===== src/rtl/act_fetch_sched_pkg.sv =====
// Shared accelerator package for the activation fetch scheduler.
// Holds the default block-count and stall-counter widths and the FSM encodings.
package act_fetch_sched_pkg;

   localparam int BLK_W_DEFAULT   = 16;
   localparam int STALL_W_DEFAULT = 16;

   typedef enum logic [2:0] {
      IDLE    = 3'd0,
      FETCH   = 3'd1,
      WAITRDY = 3'd2,
      OFFER   = 3'd3,
      FIN     = 3'd4
   } fetchState_e;

endpackage


===== src/rtl/act_fetch_sched_sat_counter.sv =====
// Saturating up-counter used for the stall statistic.
// Synchronous clear wins over increment; the count sticks at all-ones.
module sat_counter
   import act_fetch_sched_pkg::*;
#(
   parameter int W = STALL_W_DEFAULT
) (
   input  logic         clk,
   input  logic         rst_n,
   input  logic         clr_i,
   input  logic         inc_i,
   output logic [W-1:0] cnt_o
);

   logic [W-1:0] cnt_q;

   // Count up on each increment request, holding once every bit is set.
   always_ff @(posedge clk or negedge rst_n) begin
      if (!rst_n) begin
         cnt_q <= '0;
      end else if (clr_i) begin
         cnt_q <= '0;
      end else if (inc_i && (cnt_q != '1)) begin
         cnt_q <= cnt_q + {{(W-1){1'b0}}, 1'b1};
      end
   end

   assign cnt_o = cnt_q;

endmodule


===== src/rtl/act_fetch_sched.sv =====
// Activation fetch scheduler: walks a layer block by block, asking the
// distributor for each block and offering it to the PE array.
// Optional build macro ACT_SCHED_PREFETCH_EN: a non-final transfer raises the
// next fetch pulse in the transfer cycle itself and skips the FETCH state.
module act_fetch_sched
   import act_fetch_sched_pkg::*;
#(
   parameter int BLK_W   = BLK_W_DEFAULT,
   parameter int STALL_W = STALL_W_DEFAULT
) (
   input  logic               clk,
   input  logic               rst_n,
   input  logic               Start_i,
   input  logic               Abort_i,
   input  logic [BLK_W-1:0]   CfgNumBlk_i,
   output logic               PlsFetch_o,
   input  logic               RdyAct_i,
   output logic               ActVal_o,
   input  logic               PeRdy_i,
   output logic [BLK_W-1:0]   BlkIdx_o,
   output logic               Busy_o,
   output logic               Done_o,
   output logic [STALL_W-1:0] StallCnt_o,
   output logic               ErrStart_o
);

   fetchState_e      state_q;
   logic             plsFetch_q;
   logic             actVal_q;
   logic             done_q;
   logic             busy_q;
   logic             errStart_q;
   logic [BLK_W-1:0] blkIdx_q;
   logic [BLK_W-1:0] numBlk_q;

   logic [BLK_W-1:0] nextIdx;
   logic             transfer;
   logic             lastBlk;
   logic             stallClr;
   logic             stallInc;

   assign transfer = actVal_q & PeRdy_i;
   assign nextIdx  = blkIdx_q + {{(BLK_W-1){1'b0}}, 1'b1};
   assign lastBlk  = (nextIdx == numBlk_q);
   assign stallClr = Start_i & (state_q == IDLE) & (CfgNumBlk_i != '0);
   assign stallInc = actVal_q & ~PeRdy_i;

   // Layer sequencer; every output is registered and set on entry to the
   // state that owns it, and Abort beats any transfer in the same cycle.
   always_ff @(posedge clk or negedge rst_n) begin
      if (!rst_n) begin
         state_q    <= IDLE;
         plsFetch_q <= 1'b0;
         actVal_q   <= 1'b0;
         done_q     <= 1'b0;
         busy_q     <= 1'b0;
         errStart_q <= 1'b0;
         blkIdx_q   <= '0;
         numBlk_q   <= '0;
      end else begin
         plsFetch_q <= 1'b0;
         done_q     <= 1'b0;
         if (Start_i && (state_q != IDLE)) begin
            errStart_q <= 1'b1;
         end
         if (Abort_i && (state_q != IDLE)) begin
            state_q  <= IDLE;
            actVal_q <= 1'b0;
            busy_q   <= 1'b0;
         end else begin
            case (state_q)
               IDLE: begin
                  if (Start_i) begin
                     errStart_q <= 1'b0;
                     busy_q     <= 1'b1;
                     if (CfgNumBlk_i != '0) begin
                        numBlk_q   <= CfgNumBlk_i;
                        blkIdx_q   <= '0;
                        plsFetch_q <= 1'b1;
                        state_q    <= FETCH;
                     end else begin
                        done_q  <= 1'b1;
                        state_q <= FIN;
                     end
                  end
               end
               FETCH: begin
                  state_q <= WAITRDY;
               end
               WAITRDY: begin
                  if (RdyAct_i) begin
                     actVal_q <= 1'b1;
                     state_q  <= OFFER;
                  end
               end
               OFFER: begin
                  if (transfer) begin
                     actVal_q <= 1'b0;
                     if (lastBlk) begin
                        done_q  <= 1'b1;
                        state_q <= FIN;
                     end else begin
                        blkIdx_q <= nextIdx;
`ifdef ACT_SCHED_PREFETCH_EN
                        state_q  <= WAITRDY;
`else
                        plsFetch_q <= 1'b1;
                        state_q    <= FETCH;
`endif
                     end
                  end
               end
               FIN: begin
                  busy_q  <= 1'b0;
                  state_q <= IDLE;
               end
               default: begin
                  actVal_q <= 1'b0;
                  busy_q   <= 1'b0;
                  state_q  <= IDLE;
               end
            endcase
         end
      end
   end

   sat_counter #(
      .W(STALL_W)
   ) uStallCnt (
      .clk   (clk),
      .rst_n (rst_n),
      .clr_i (stallClr),
      .inc_i (stallInc),
      .cnt_o (StallCnt_o)
   );

`ifdef ACT_SCHED_PREFETCH_EN
   assign PlsFetch_o = plsFetch_q | (transfer & ~lastBlk & ~Abort_i);
`else
   assign PlsFetch_o = plsFetch_q;
`endif
   assign ActVal_o   = actVal_q;
   assign BlkIdx_o   = blkIdx_q;
   assign Busy_o     = busy_q;
   assign Done_o     = done_q;
   assign ErrStart_o = errStart_q;

endmodule


===== config.mk =====
export PLATFORM = sky130hd
export DESIGN_NAME = act_fetch_sched
export DESIGN_NICKNAME = d
export VERILOG_FILES = /design/src/rtl/act_fetch_sched_pkg.sv /design/src/rtl/act_fetch_sched_sat_counter.sv /design/src/rtl/act_fetch_sched.sv
export SDC_FILE = /design/constraint.sdc
export NUM_CORES = 1
export LEC_CHECK = 0
export ABC_AREA = 1
export BUFFER_PORTS_ARGS = -buffer_cell sky130_fd_sc_hd__buf_2
export CAP_MARGIN = 10
export CORE_MARGIN = 5
export CORE_UTILIZATION = 52
export CTS_CLUSTER_DIAMETER = 80
export DETAILED_ROUTE_END_ITERATION = 10
export PLACE_DENSITY_LB_ADDON = 0.1
export SYNTH_ARGS = -nofsm -noshare
export SYNTH_HDL_FRONTEND = slang
export SYNTH_HIERARCHICAL = 1
export SYNTH_SLANG_ARGS = --single-unit

===== constraint.sdc =====
create_clock -name clk -period 1.9 [get_ports clk]
set_input_delay 0.095 -clock clk [delete_from_list [all_inputs] [get_ports clk]]
set_output_delay 0.095 -clock clk [all_outputs]
set_load 0.005 [all_outputs]

# After elaboration in Yosys (flattened, before gate mapping)
# Index checks and enable logic that the tools add are counted.
classes:
  n_reduce_logical: 15
  bitwise_logic: 6
  n_eq_ne: 15
  add_sub_neg: 2
  mux: 37
op_table:
  columns: ["operator", "count"]
  rows:
  - ["16-bit 2-to-1 mux", 6]
  - ["16-bit by 1-bit adder with 16-bit output (second input constant)", 2]
  - ["16-bit case mux with 2 select lines", 1]
  - ["1-bit 2-to-1 mux", 19]
  - ["3-bit 2-to-1 mux", 6]
  - ["16-bit == test", 1]
  - ["16-bit inequality test (second input constant)", 1]
  - ["16-bit nonzero test", 1]
  - ["3-bit case mux with 4 select lines", 1]
  - ["3-bit by 2-bit == test with 1-bit output (second input constant)", 2]
  - ["2-bit by 1-bit inequality test with 1-bit output (second input constant)", 3]
  - ["2-bit inequality test (second input constant)", 3]
  - ["3-bit inequality test (second input constant)", 2]
  - ["1-bit case mux with 2 select lines", 3]
  - ["3-bit AND reduction", 2]
  - ["6-bit AND reduction", 1]
  - ["3-bit OR reduction", 2]
  - ["1-bit AND", 4]
  - ["4-bit AND reduction", 1]
  - ["2-bit nonzero test", 2]
  - ["3-bit by 1-bit == test with 1-bit output (second input constant)", 1]
  - ["3-bit == test (second input constant)", 1]
  - ["1-bit logical AND", 3]
  - ["3-bit logical NOT", 1]
  - ["5 further kinds", 6]
totals:
  output_inout_bits: 37
  input_bits: 22
  register_bits: 56
  word_cells: 84

# Longest topological paths before layout
logic_depth:
  word_depth: 6
  depth_mapped: 16
  ltp_nobuf: 16

# Modules after synthesis
# Netlist, hierarchy kept.
modules_own_cells:
  columns: ["module", "area_per_inst_um2", "cells_per_inst", "seq_area_each_um2", "n_inst"]
  rows:
  - ["act_fetch_sched", 2736.4, 420, 1001.0, 1]
  - ["sat_counter", 1037.2, 144, 400.4, 1]

# Least setup slack after synthesis
# No wires, ideal clock.
synth_timing:
  kind: "reg2reg"
  startpoint: "reg state_q[1]"
  endpoint: "reg uStallCnt.cnt_q[15], in the netlist uStallCnt/cnt_o[15]"
  setup_time_ns: 0.119
  required_ns: 1.781
  slack_ns: -0.211
  t_arrival_ns: 1.992
  path_stages_with_launch: 13
  period_less_slack_ns: 2.111
  n_path_buf: 2
  path_cell_list: "dfrtp_1 > nor2_1 > inv_1 > nor2_1 > inv_1 > nor2_1 > nand2_1 > clkinv_1 > clkbuf_1 > inv_1 > buf_1 > nand4_1 > nand2_1"
synth_via:
  elab_chain_cells: 4
  word_cells_on_any_way: 5
  cone_classes: "1 x mux; 2 x bitwise; 2 x reduce/logical"
synth_rtl:
  columns: ["item", "line", "text"]
  rows:
  - ["from (decl)", "act_fetch_sched.sv:27", "fetchState_e state_q;"]
  - ["from (signal assigned)", "act_fetch_sched.sv:52", "state_q <= IDLE;"]
  - ["from (signal assigned)", "act_fetch_sched.sv:67", "state_q <= IDLE;"]
  - ["from (signal assigned)", "act_fetch_sched.sv:80", "state_q <= FETCH;"]
  - ["3-bit logical NOT *", "act_fetch_sched.sv:45", "assign stallClr = Start_i & (state_q == IDLE) & (CfgNumBlk_i != '0);"]
  - ["1-bit AND * (2 in series)", "act_fetch_sched.sv:45", null]
  - ["via stallClr", "act_fetch_sched.sv:39", "logic stallClr;"]
  - ["16-bit 2-to-1 mux or 2-bit nonzero test (tied branches)", null, null]
  - ["to (signal assigned)", "act_fetch_sched_sat_counter.sv:24", "cnt_q <= cnt_q + {{(W-1){1'b0}}, 1'b1};"]
  - ["to (decl)", "act_fetch_sched_sat_counter.sv:15", "logic [W-1:0] cnt_q;"]
# The timed path passes the listed nets; every way through them passes the cells marked *.
# A chain may end at the register's enable or synchronous reset.

# Final worst setup path
layout_timing:
  startpoint: "reg blkIdx_q[1], in the netlist BlkIdx_o[1]"
  endpoint: "reg blkIdx_q[15], in the netlist BlkIdx_o[15]"
layout_via:
  elab_chain_cells: 4
  word_cells_on_any_way: 7
  cone_classes: "1 x add/sub; 2 x eq/ne; 3 x mux; 1 x reduce/logical"
layout_rtl:
  columns: ["item", "line", "text"]
  rows:
  - ["from (decl)", "act_fetch_sched.sv:33", "logic [BLK_W-1:0] blkIdx_q;"]
  - ["from (signal assigned)", "act_fetch_sched.sv:103", "blkIdx_q <= nextIdx;"]
  - ["16-bit by 1-bit adder with 16-bit output *", "act_fetch_sched.sv:43", "assign nextIdx = blkIdx_q + {{(BLK_W-1){1'b0}}, 1'b1};"]
  - ["16-bit == test or 16-bit 2-to-1 mux (tied branches)", "act_fetch_sched.sv:44, act_fetch_sched.sv:99", null]
  - ["2-bit inequality test (no source line) or 16-bit 2-to-1 mux (tied branches)", null, null]
  - ["6-bit AND reduction (no source line) or 16-bit case mux with 2 select lines (tied branches)", null, null]
# Every way passes the cells marked *; elsewhere a longest branch is shown, timed or not. The select of a mux whose other input is x is not followed.

==> flow_metrics.tcl <==
set metrics [dict create \
    ys_types 36 \
    yosys.area_share.simple_pct 46.58 \
    h-tree-depth 2 \
    avgRoutedWirePerCell_um 14.81 \
    grt_pass1_wl_mm 18.95 \
    violations "negative setup slack" \
    tightest_slew_ps 799.2 \
    hold_viol 0 \
    synth_edf_count 0 \
    synth_compound_area_share_pct 5.272 \
    irDropWorstVdd_mv 0.7042 \
    viasPerCell 5.428 \
    wl_mm 11.88 \
    nNetsFinal 727 \
    cp-startpoint "BlkIdx_o[1]" \
    setup_slack_ps -282.3 \
    dr.pass1.iters 5 \
    synth_area_per_cell_um2 6.691 \
    cts_buffers 5 \
    startpoint_type "flop" \
    floorplan.initialDensity_pct 52.59 \
    crit_type "flop to flop" \
    synth_cells 564 \
    period_needed_ps 2182 \
    clock_latency_ps 320 \
    drv_slew 0 \
    grt_overflow_total 0 \
    worstReg2RegEnd "BlkIdx_o[15]" \
    switching_share_pct 42.35 \
    fin_crit_sh_pct 114.9 \
    skew_ps 14.45 \
    ys.flop_type "dfrtp_1" \
    async_flop_share_pct 100.0 \
    synth_top_family_by_area "simple AND/OR/NAND/NOR gates" \
    wl_met2_mm 5.921 \
    clock-root-buffer "clkbuf_8" \
    rows 31 \
    antenna_found_initial 0 \
    gp_congestion 0.9087 \
    synthAdderAreaFrac_pct 0.6631 \
    critical_path.endpoint "BlkIdx_o[15]" \
    crit_cells 15 \
    cp_top_family "simple AND/OR/NAND/NOR gates" \
    ys_warn_count 6 \
    route.vias.total 4353 \
    p_switching_uw 1988 \
    cts.clk_slew.worst_paths_ps 110 \
    grt_max_degree 33 \
    die_height_um 95.19 \
    track_usage_pct 26.51 \
    path_max_fanout 8 \
    status "complete, but fails checks" \
    final_cells 802 \
    synth_nets 588 \
    combPwrFrac_pct 48.4 \
    ys_ff_latch 56 \
    met3WireLength_um 811 \
    dp_cells 768 \
    place_ws_ps -280.3 \
    clock.fmax_ghz 0.4582 \
    cpPeakStageDelay_ps 430 \
    finalSetupViolations 20 \
    r2r_slack_ps -280 \
    wl_met1_mm 4.793 \
    portBuffers 58 \
    synth_area_um2 3774 \
    final_layout_size_suffix_gt1_share_pct 32.15 \
    end_kind "flop" \
    crit_path_top_delay_cell "dfrtp_2" \
    rsz0062_at_grt "true" \
    top_layer "met4" \
    required_ps 2110 \
    synth.area.mux_share_pct 0 \
    cts_tree "done" \
    hpwl_mm 8.282 \
    internal_power_uw 2707 \
    hold_path.class "primary input to flop" \
    synth-seq-area-share_pct 37.14 \
    dieArea_um2 9060 \
    detail_route.iter0.violations 291 \
    diodes 0 \
    r2r_cells 15 \
    grt_pass1_vias 4067 \
    die-width_um 95.19 \
    ios 59 \
    syn_to_final_growth_pct 37.43 \
    cpMostUsedCell "nand2_1" \
    critPathBufInv 2 \
    critical_path.cell_chain "ha_4 > nand2_4 > nor2_4 > nand2_1 > nand2_1 > nand2_2 > nand2_1 > nand2_1 > inv_2 > nand2_2 > nor2_4 > nand4_4 > buf_6 > nand4_1 > nand2_1" \
    maxCapViolCount 0 \
    p_per_area_nw_per_um2 905.2 \
    p_leak_uw 0.002654 \
    arrival_ps 2390 \
    fill_cells 584 \
    core_area_um2 7176 \
    cts_sinks 56 \
    relSlewSlack_pct 46.72 \
    drc_errors 0 \
    seqPwrFrac_pct 35.0 \
    synth_xor_area_share_pct 2.023 \
    r2r-start "BlkIdx_o[1]" \
    ctsLongestPathBuffers 2 \
    clock_power_share_pct 16.5 \
    ant_nets 0 \
]
worst min path at each step:
stage,to,startpoint,slack [ps],cells past startpoint
2_1_floorplan,ActVal_o,rst_n,-200,0
3_3_place_gp,numBlk_q[5],rst_n,220,1
3_5_place_dp,numBlk_q[2],rst_n,230,1
4_1_cts,numBlk_q[2],CfgNumBlk_i[2],2,3
5_1_grt,numBlk_q[4],CfgNumBlk_i[4],20,3
6_report,numBlk_q[8],CfgNumBlk_i[8],7,3
cells in the mapped netlist, types with 2 or more instances:
| library cell | n | share of area [%] |
|---|---|---|
| nand2_1 | 219 | 22 |
| inv_1 | 59 | 5.9 |
| dfrtp_1 | 56 | 37 |
| nand3_1 | 55 | 7.3 |
| nor2_1 | 50 | 5.0 |
| nand4_1 | 31 | 5.1 |
| o21ai_0 | 17 | 2.3 |
| a21oi_1 | 12 | 1.6 |
| nand2_2 | 6 | 0.99 |
| nor2_4 | 6 | 1.8 |
| clkbuf_1 | 5 | 0.50 |
| clkinv_1 | 5 | 0.50 |
| nor2_2 | 5 | 0.83 |
| nor4_1 | 4 | 0.66 |
| xor2_1 | 4 | 0.93 |
| o21bai_1 | 3 | 0.60 |
| or2_2 | 3 | 0.50 |
| buf_2 | 2 | 0.27 |
| ha_1 | 2 | 0.66 |
| nand2_4 | 2 | 0.60 |
| nand3b_1 | 2 | 0.40 |
| xnor2_1 | 2 | 0.46 |
power by group through the flow:
stage                     clock [uW]  sequential (uW)  combinational [uW]
final                            777             1640                2270
after global routing             834             1680                2490
after CTS                        790             1640                2020
after detailed placement           0             1660                1910
after global placement             0             1660                1860
after floorplan                    0             1640                1280
cells by family after synthesis:
| family | Yosys count |
|---|---|
| AND/OR/NAND/NOR | 388 |
| buffers and inverters | 76 |
| flip-flops | 56 |
| AO/OA/AOI/OAI | 35 |
| XOR/XNOR | 7 |
| adder cells (fa/ha/maj) | 2 |
placed cells by master, fill, tap and decap left out, types with 2 or more instances in the layout:
cell type and count:
nand2_1 198, buf_4 69, buf_2 58, inv_1 55, dfrtp_1 52, nand3_1 44, nor2_1 41, nand4_1 31
nand2_2 25, o21ai_0 17, nor2_4 14, a21oi_1 11, nand3_2 8, nor2_2 7, nand3_4 6, inv_2 6
clkbuf_8 5, dlygate4sd3_1 5, buf_6 5, dfrtp_2 4, nor4_1 4, xor2_1 4, nand2_4 3, or2_2 3
o21bai_1 3, buf_12 3, inv_4 2, nand3b_1 2, o21ai_4 2, clkinv_1 2, xnor2_1 2
worst min-delay path, stage by stage:
cell	delay, ps
buf_2	80
nand2_1	50
nand2_1	50
through the flow:
stage          power, uW  hold slack [ps]  TNS (ps)  area (um^2)  util (%)
2_1_floorplan       2921           -200.6    -529.1         3820         -
3_3_place_gp        3520            216.5     -4345         4599     64.10
3_5_place_dp        3572            226.1     -5665         4599     64.10
4_1_cts             4448            2.234     -4484         4881     68.02
5_1_grt             5005            21.44     -7081         5186     72.28
6_report            4695            6.778     -4704         5186     72.28
sequential cells by signal (all words and copies together) (netlist names), named ones only:
register,flops
BlkIdx_o,16
numBlk_q,16
uStallCnt/cnt_o,16
state_q,3
ActVal_o,1
Busy_o,1
Done_o,1
PlsFetch_o,1
area by class of cell:
| cell class | instances | area [um^2] | share of cell area [%] |
|---|---|---|---|
| well taps | 99 | 123.9 | 2.388 |
| flip-flops and latches | 56 | 1406 | 27.12 |
| inverters | 66 | 254.0 | 4.897 |
| clock buffers | 6 | 72.57 | 1.399 |
| clock inverters | 1 | 30.03 | 0.5790 |
| multi-input cells | 434 | 2325 | 44.83 |
| repair buffers | 140 | 974.7 | 18.79 |
repair_timing:
action,CTS,global route
cloned,2,0
hold buffers,5,0
resized for setup,17,50
hold endpoints to repair,35,0
setup buffers,9,12
pin swaps,30,43
endpoints found under the setup margin,33,39
routing by layer:
layer,vias up,GRT usage (%)
met5,-,0
li1,2085,-
met2,191,47.00
met1,2036,33.48
met4,0,6.971
met3,41,4.104
Power figures use the tool's default switching activity.
